`src/rtl/led_ctl_pkg.sv`:
```
// led_ctl_pkg: display mode constants and mode type shared by the LED controller
package led_ctl_pkg;
  typedef enum logic [1:0] {
    MODE_DIRECT = 2'd0,
    MODE_SWAP   = 2'd1,
    MODE_BLINK  = 2'd2,
    MODE_SCAN   = 2'd3
  } mode_t;
endpackage

```
`src/rtl/led_pattern_ctl_if.sv`:
```
// led_pattern_ctl_if: received-character bus from the UART receiver
interface led_pattern_ctl_if #(parameter int DATA_W = 8);
  logic [DATA_W-1:0] rx_data;
  logic              rx_data_rdy;
  modport master (output rx_data, output rx_data_rdy);
  modport slave  (input rx_data, input rx_data_rdy);
endinterface

```
`src/rtl/rise_edge_det.sv`:
```
// rise_edge_det: one-cycle pulse on a low-to-high transition of a synchronous level
module rise_edge_det (
  input  logic clk,
  input  logic rst_n,
  input  logic d_i,
  output logic p_o
);
  logic prev_q;
  // remember last cycle's level
  always_ff @(posedge clk or negedge rst_n)
    if (!rst_n) prev_q <= 1'b0;
    else        prev_q <= d_i;
  assign p_o = d_i & ~prev_q;
endmodule

```
`src/rtl/led_pattern_ctl.sv`:
```
// led_pattern_ctl: character history capture and mode-selectable LED pattern driver
module led_pattern_ctl
  import led_ctl_pkg::*;
#(
  parameter int DATA_W    = 8,
  parameter int DEPTH     = 4,
  parameter int BLINK_CYC = 25_000_000
) (
  input  logic                         clk_rx,
  input  logic                         rst_n_clk_rx,
  input  logic                         btn_clk_rx,
  led_pattern_ctl_if.slave             rx_if,
  output logic [DATA_W-1:0]            led_o,
  output logic [1:0]                   mode_o,
  output logic [$clog2(DEPTH+1)-1:0]   hist_cnt_o
);
  localparam int TW = $clog2(BLINK_CYC);
  localparam int IW = $clog2(DEPTH);
  localparam int CW = $clog2(DEPTH+1);
  localparam int H  = DATA_W/2;
  logic              cap, step, tick;
  mode_t             mode_q, mode_d;
  logic [TW-1:0]     tcnt_q, tcnt_d;
  logic              phase_q, phase_d;
  logic [IW-1:0]     idx_q, idx_d;
  logic [CW-1:0]     hcnt_q, hcnt_d, idx_nx;
  logic [DATA_W-1:0] hist_q [DEPTH];
  logic [DATA_W-1:0] hist_d [DEPTH];
  logic [DATA_W-1:0] led_q, led_d;
  rise_edge_det u_rdy_edge (.clk(clk_rx), .rst_n(rst_n_clk_rx), .d_i(rx_if.rx_data_rdy), .p_o(cap));
  rise_edge_det u_btn_edge (.clk(clk_rx), .rst_n(rst_n_clk_rx), .d_i(btn_clk_rx), .p_o(step));
  // next state: mode stepping restarts the tick/blink/scan timing; LEDs derive from current state
  always_comb begin
    tick    = tcnt_q == TW'(BLINK_CYC-1);
    idx_nx  = CW'(idx_q) + CW'(1);
    mode_d  = step ? mode_t'(mode_q + 2'd1) : mode_q;
    tcnt_d  = (step || tick) ? '0 : tcnt_q + TW'(1);
    phase_d = step ? 1'b1 : (tick ? ~phase_q : phase_q);
    idx_d   = step ? '0 : ((tick && mode_q == MODE_SCAN) ? ((idx_nx >= hcnt_q) ? '0 : IW'(idx_nx)) : idx_q);
    hcnt_d  = (cap && hcnt_q != CW'(DEPTH)) ? hcnt_q + CW'(1) : hcnt_q;
    hist_d[0] = cap ? rx_if.rx_data : hist_q[0];
    for (int i = 1; i < DEPTH; i++) hist_d[i] = cap ? hist_q[i-1] : hist_q[i];
    led_d = (mode_q == MODE_DIRECT) ? hist_q[0] :
            (mode_q == MODE_SWAP)   ? {hist_q[0][H-1:0], hist_q[0][DATA_W-1:H]} :
            (mode_q == MODE_BLINK)  ? (phase_q ? hist_q[0] : '0) :
            (hcnt_q == '0)          ? '0 : hist_q[idx_q];
  end
  // state registers, cleared immediately on reset
  always_ff @(posedge clk_rx or negedge rst_n_clk_rx)
    if (!rst_n_clk_rx) begin
      mode_q  <= MODE_DIRECT;
      tcnt_q  <= '0;
      phase_q <= 1'b1;
      idx_q   <= '0;
      hcnt_q  <= '0;
      led_q   <= '0;
      for (int i = 0; i < DEPTH; i++) hist_q[i] <= '0;
    end else begin
      mode_q  <= mode_d;
      tcnt_q  <= tcnt_d;
      phase_q <= phase_d;
      idx_q   <= idx_d;
      hcnt_q  <= hcnt_d;
      led_q   <= led_d;
      hist_q  <= hist_d;
    end
  assign led_o      = led_q;
  assign mode_o     = mode_q;
  assign hist_cnt_o = hcnt_q;
endmodule

```
`src/flat_wrapper.sv`:
```
// flat-port wrapper written by rule: the top's interface ports become plain ports
module led_pattern_ctl_flat import led_ctl_pkg::*;
#(
  parameter int DATA_W    = 8,
  parameter int DEPTH     = 4,
  parameter int BLINK_CYC = 25_000_000
)
  (clk_rx, rst_n_clk_rx, btn_clk_rx, led_o, mode_o, hist_cnt_o, rx_if_rx_data, rx_if_rx_data_rdy);
  led_pattern_ctl_if #(.DATA_W(DATA_W)) rx_if_i ();
  input  logic clk_rx;
  input  logic rst_n_clk_rx;
  input  logic btn_clk_rx;
  output logic [DATA_W-1:0] led_o;
  output logic [1:0] mode_o;
  output logic [$clog2(DEPTH+1)-1:0] hist_cnt_o;
  input wire logic [$bits(rx_if_i.rx_data)-1:0] rx_if_rx_data;
  input wire logic [$bits(rx_if_i.rx_data_rdy)-1:0] rx_if_rx_data_rdy;
  assign rx_if_i.rx_data = rx_if_rx_data;
  assign rx_if_i.rx_data_rdy = rx_if_rx_data_rdy;
  led_pattern_ctl #(.DATA_W(DATA_W), .DEPTH(DEPTH), .BLINK_CYC(BLINK_CYC)) u_core (.clk_rx(clk_rx), .rst_n_clk_rx(rst_n_clk_rx), .btn_clk_rx(btn_clk_rx), .rx_if(rx_if_i), .led_o(led_o), .mode_o(mode_o), .hist_cnt_o(hist_cnt_o));
endmodule
```
`config.mk`:
```
export PLATFORM = sky130hd
export DESIGN_NAME = led_pattern_ctl_flat
export DESIGN_NICKNAME = d
export VERILOG_FILES = /design/src/rtl/led_ctl_pkg.sv /design/src/rtl/led_pattern_ctl_if.sv /design/src/rtl/rise_edge_det.sv /design/src/rtl/led_pattern_ctl.sv /design/src/flat_wrapper.sv
export SDC_FILE = /design/constraint.sdc
export NUM_CORES = 1
export LEC_CHECK = 0
export CAP_MARGIN = 20
export CORE_MARGIN = 2
export CORE_UTILIZATION = 59
export DETAILED_ROUTE_END_ITERATION = 16
export PLACE_DENSITY = 0.8
export SLEW_MARGIN = 15
export SYNTH_ARGS = -nofsm -noshare
export SYNTH_HDL_FRONTEND = slang
export SYNTH_HIERARCHICAL = 1
export SYNTH_SLANG_ARGS = --single-unit
```
`constraint.sdc`:
```
create_clock -name clk_rx -period 2.21 [get_ports clk_rx]
set_clock_uncertainty 0.05 [all_clocks]
set_input_delay 0.442 -clock clk_rx [delete_from_list [all_inputs] [get_ports clk_rx]]
set_output_delay 0.442 -clock clk_rx [all_outputs]
set_load 0.05 [all_outputs]
```
==> metrics.txt, run 1 <==
via count=2440; global route overflow=0; Detailed Place HPWL=4669 um; data arrival time of the worst path=1.62 ns; number of setup violations in the final report=0; crit path buf inv count=1; Routability Congestion=0.7914; via count of the first global-routing pass=2555; unrepaired setup endpoints after global routing=no; number of nets produced by synthesis=328; TritonCTS clock tree=done; root buffer selected by CTS=sky130_fd_sc_hd__clkbuf_8; Syn Inst Count=305; drt total wl=6922 um; cell type of the slowest stage on the worst timing path=sky130_fd_sc_hd__clkdlybuf4s50_1; Via density=5.894; Final Hold Viols=0; register area share after synthesis=between 50% and 60%; number of enable-type register cells in the synthesized netlist=0; fmax=roughly 0.47 GHz; result of the run=finished clean; path type of the worst setup path=flip-flop to output port; post-layout minimum cycle time=between 2 and 2.5 ns; number of synthesis warnings=6; number of buffers created by CTS=9; commonest cells after routing, fill and taps aside=sky130_fd_sc_hd__dfrtp_1 (74), sky130_fd_sc_hd__mux2_2 (28), sky130_fd_sc_hd__clkdlybuf4s50_1 (22); count of pins over their slew limit=0; power density over cell area=about 1100 nW/um^2; Detail Route Antenna Nets=0; Critical Path Start Type=flip-flop; maximum number of pins on one net before global-route repair=35; critical path's top delay family=buffers and inverters; I/O pin cnt=25; clock-pin slew on the worst setup and hold paths=0.08 ns; fraction of the cycle the final worst path needs=95.72%; initial core utilization=61.26%; layout net count=357; combined global-route utilization of all metal layers=23.28%; final core area utilization=70.86%; Least-Margin Pin Slew=0.6119 ns; Worst Setup End Kind=output port; post-CTS setup-driven buffer insertion count=0; layout-stage area growth over the synthesis result=15.67%; global-route wire length before repair=11790 um; data required time of the worst path=1.72 ns; Clock Path Buffers=2; number of antenna repair diodes=0; row count=28; DRC violation count after routing=0; count of maximum capacitance violations=0; maximum ir drop on the vdd rail=about 0.93 mV; crit path max fanout=4; unique cell type count in the Yosys netlist=48; Clk Latency, worst-skew pair=0.34 ns; share of synthesized registers carrying an async set or reset=100.0%; number of sinks on the clock net=75; leakage power of the design=approximately 0.0018 uW; class of the most critical hold timing path=input pin to async pin; floorplan die height=between 80 and 90 um; total core area=slightly below 6000 um^2; die boundary width=82.64 um; number of violations reported at the end of detailed-routing iteration 0=158; worst path cell trace=clkdlybuf4s50_1; Mean Syn Cell Area=11.96 um^2; share of cells above drive strength 1=21.53%; Routed WL per cell=16.72 um; H-tree depth=3; number of storage elements in the synthesis netlist=75; sum of negative setup slack=0 ns; router iterations before antenna repair=6; CP max stage delay=0.84 ns; most frequently used flop master after synthesis=sky130_fd_sc_hd__dfrtp_1; hold buffer count at CTS=0; most common cell after layout, fill and taps aside=sky130_fd_sc_hd__dfrtp_1; headroom to the max-slew limit=59.13%; synthesized area=~3600 um^2; number of antenna violations at the first check in global routing=0; IO buf count=24; overall die area=~6800 um^2; count of cells resized by post-cts repair=0
[final cells by class]
type / count / area, um^2
clock buffer: 9 / 123.9
sequential: 75 / 1878
fill: 417 / 1735
tap: 75 / 93.84
inverter: 17 / 63.81
clock inverter: 7 / 92.59
multi-input combinational: 197 / 1618
timing repair buffer: 34 / 350.3
[sequential cells by signal, summed over array words and instances, names as in the netlist, 2 cells and up]
| signal | flops |
|---|---|
| u_core/idx_q | 2 |
| u_core/led_o | 8 |
| u_core/tcnt_q | 25 |
| u_core/mode_o | 2 |
| u_core/hist_cnt_o | 3 |
| u_core/hist_q | 32 |
[layer usage]
layer  global-route usage, %  vias to the layer above  share of wire (%)
li1                        -                     1167                  -
met1                   29.51                     1216                 45
met2                   38.71                       47                 50
met3                   4.457                       10                3.1
met4                   10.82                        0                1.5
met5                       0                        -                  0
[final timing paths]
check / startpoint / endpoint / depth (start not counted) / slack [ns]
max: u_core/mode_o[1] / mode_o[1] / 1 / 0.09
min: rst_n_clk_rx / u_core/mode_o[1] / 1 / 0.01
max reg2reg: u_core/tcnt_q[6] / u_core/tcnt_q[19] / 4 / 0.29
min reg2reg: u_core/hist_q[7] / u_core/hist_q[7] / 1 / 0.44
max in group asynchronous: rst_n_clk_rx / u_core/phase_q / 2 / 1.41
min in group clk_rx: u_core/hist_q[7] / u_core/hist_q[7] / 1 / 0.44
[kinds of logic after synthesis]
family                   share of synthesized area, %
adder cells (fa/ha/maj)                         3.772
buffers and inverters                           4.183
flip-flops                                      51.47
AO/OA/AOI/OAI                                   8.437
XOR/XNOR                                        3.361
multiplexers                                    15.36
AND/OR/NAND/NOR                                 13.41
[metrics by stage]
stage	cells	hold WS, ns	power (uW)	setup WS [ns]	cell area [um^2]
floorplan	305	0.09641	2919	0.4333	3649
global placement	398	0.3892	3349	0.3556	4001
detailed placement	398	0.3916	3438	0.2903	4001
CTS	414	0.01264	4599	0.05518	4218
global route	414	0.03503	4824	0.03754	4220
finish	414	0.01023	4562	0.09456	4220
[Yosys cell counts (3+ instances only)]
master / count / area [um^2]
sky130_fd_sc_hd__mux2_2: 28 / 315.3
sky130_fd_sc_hd__buf_2: 5 / 25.02
sky130_fd_sc_hd__nand4_1: 9 / 56.30
sky130_fd_sc_hd__dfrtp_1: 74 / 1852
sky130_fd_sc_hd__or4_1: 4 / 30.03
sky130_fd_sc_hd__mux2_1: 4 / 45.04
sky130_fd_sc_hd__o21ai_0: 8 / 40.04
sky130_fd_sc_hd__or3_1: 4 / 25.02
sky130_fd_sc_hd__ha_1: 11 / 137.6
sky130_fd_sc_hd__a21oi_1: 11 / 55.05
sky130_fd_sc_hd__and3_1: 4 / 25.02
sky130_fd_sc_hd__mux4_2: 8 / 180.2
sky130_fd_sc_hd__o31ai_1: 6 / 45.04
sky130_fd_sc_hd__xor2_1: 11 / 96.34
sky130_fd_sc_hd__nor2_1: 15 / 56.30
sky130_fd_sc_hd__o21ai_1: 10 / 50.05
sky130_fd_sc_hd__xnor2_1: 3 / 26.28
sky130_fd_sc_hd__a22oi_1: 8 / 60.06
sky130_fd_sc_hd__and4_1: 3 / 26.28
sky130_fd_sc_hd__nand3_1: 11 / 55.05
sky130_fd_sc_hd__clkbuf_1: 6 / 22.52
sky130_fd_sc_hd__nand2_1: 11 / 41.29
sky130_fd_sc_hd__inv_1: 17 / 63.81
[where the power goes]
| part | internal, uW | total (uW) | switching [uW] | leakage, uW |
|---|---|---|---|---|
| Clock | 631 | 1150 | 516 | 0.000101 |
| Sequential | 1690 | 1920 | 229 | 0.000942 |
| Combinational | 613 | 1500 | 884 | 0.000789 |
Power figures use the tool's default switching activity.
==> inputs of run 2 (changes only) <==
- CORE_UTILIZATION: 59 -> 30
- PLACE_DENSITY: 0.8 -> default
==> run 2 against run 1 <==
Compared with the run above:
- cell area grew 4.2%
- sequential power is essentially flat
- via count is 1.0% lower
- global-route usage shrank 12 points
==> metrics.txt, run 2 (same netlist as run 1, synthesis figures left out) <==
sum of negative setup slack=0 ns; number of setup violations in the final report=0; Least-Margin Pin Slew=a little over 0.6 ns; cell type of the slowest stage on the worst timing path=sky130_fd_sc_hd__clkdlybuf4s50_1; combined global-route utilization of all metal layers=11.39%; initial core utilization=between 30% and 40%; count of maximum capacitance violations=0; fraction of the cycle the final worst path needs=95.48%; I/O pin cnt=25; Via density=around 5.0; overall die area=13060 um^2; number of antenna violations at the first check in global routing=0; crit path buf inv count=1; global route overflow=0; via count of the first global-routing pass=2447; fill cell total of the finished layout=1154; number of buffers created by CTS=9; hold buffer count at CTS=1; commonest cells after routing, fill and taps aside=sky130_fd_sc_hd__dfrtp_1 (74), sky130_fd_sc_hd__mux2_2 (28), sky130_fd_sc_hd__clkdlybuf4s50_1 (23); Total Power Consumption=4868 uW; register bank with the most flops=u_core/hist_q; global-route wire length before repair=between 10000 and 15000 um; final core area utilization=a little under two fifths; worst path cell trace=clkdlybuf4s50_1; worst hold slack=0.4490 ns; Worst Setup End Kind=output port; CP max stage delay=about 0.84 ns; floorplan die height=114.3 um; Routability Congestion=approximately 0.7; maximum ir drop on the vdd rail=just over 0.4 mV; count of pins over their slew limit=0; leakage power of the design=0.001869 uW; Clk Latency, worst-skew pair=0.33 ns; post-layout minimum cycle time=about 2.1 ns; path type of the worst setup path=flip-flop to output port; layout-stage area growth over the synthesis result=20.58%; Critical Path Start Type=flip-flop; number of violations reported at the end of detailed-routing iteration 0=128; critical path's top delay family=buffers and inverters; via count=2415; result of the run=finished clean; count of cells resized by post-cts repair=0; layout net count=357; DRC violation count after routing=0; H-tree depth=3; TritonCTS clock tree=done; share of cells above drive strength 1=between 20% and 30%; maximum number of pins on one net before global-route repair=33; row count=40; storage element area=roughly 1900 um^2; post-CTS setup-driven buffer insertion count=0; total core area=11960 um^2; Detailed Place HPWL=4563 um; Final Hold Viols=0; power density over cell area=1107 nW/um^2; Routed WL per cell=14.16 um; fmax=about 0.47 GHz; Clock Path Buffers=2; root buffer selected by CTS=sky130_fd_sc_hd__clkbuf_16; number of flip-flops under the largest register name=32; router iterations before antenna repair=4; IO buf count=24; area used by multi-input combinational logic=1618 um^2; number of sinks on the clock net=75; unrepaired setup endpoints after global routing=no; crit path max fanout=5; drt total wl=6884 um; class of the most critical hold timing path=flip-flop to flip-flop; data required time of the worst path=1.72 ns; clock-pin slew on the worst setup and hold paths=0.06 ns; number of antenna repair diodes=0; Detail Route Antenna Nets=0; headroom to the max-slew limit=around three fifths; die boundary width=114.3 um; data arrival time of the worst path=1.62 ns; most common cell after layout, fill and taps aside=sky130_fd_sc_hd__dfrtp_1
-- run 2: final timing paths --
kind	cells past startpoint	slack [ns]	to	startpoint
max in group asynchronous	3	1.02	u_core/hist_q[10]	rst_n_clk_rx
worst min register to register	1	0.45	u_core/tcnt_q[0]	u_core/tcnt_q[0]
min in group asynchronous	2	0.49	u_core/hist_q[31]	rst_n_clk_rx
worst max-delay path	1	0.1	mode_o[0]	u_core/mode_o[0]
worst max register to register	5	0.29	u_core/tcnt_q[24]	u_core/tcnt_q[0]
worst min-delay path	1	0.45	u_core/tcnt_q[0]	u_core/tcnt_q[0]
-- run 2: cell type report --
| class | instances | area share [%] |
|---|---|---|
| timing repair buffer | 34 | 8.020 |
| clock buffer | 9 | 5.119 |
| clock inverter | 7 | 1.763 |
| multi-input combinational | 197 | 36.77 |
| sequential | 75 | 42.69 |
| tap | 147 | 4.181 |
| inverter | 17 | 1.451 |
-- run 2: through the flow --
| stage | std cells | cell area (um^2) | setup WS [ns] |
|---|---|---|---|
| 2_1_floorplan | 305 | 3649 | 0.4333 |
| 3_3_place_gp | 469 | 4086 | 0.3354 |
| 3_5_place_dp | 469 | 4086 | 0.3052 |
| 4_1_cts | 486 | 4399 | 0.09873 |
| 5_1_grt | 486 | 4399 | 0.05162 |
| 6_report | 486 | 4399 | 0.09996 |
-- run 2: layer usage --
layer	up-vias	part of all wire, %	global-route usage [%]
li1	1164	-	-
met1	1204	48	14.78
met2	37	47	18.53
met3	10	3.5	3.070
met4	0	1.3	3.740
met5	-	0	0
-- run 2: report_power, final --
part	internal [uW]	switching [uW]
logic	617	872
clock network	881	586
registers	1690	219
total	3190	1680
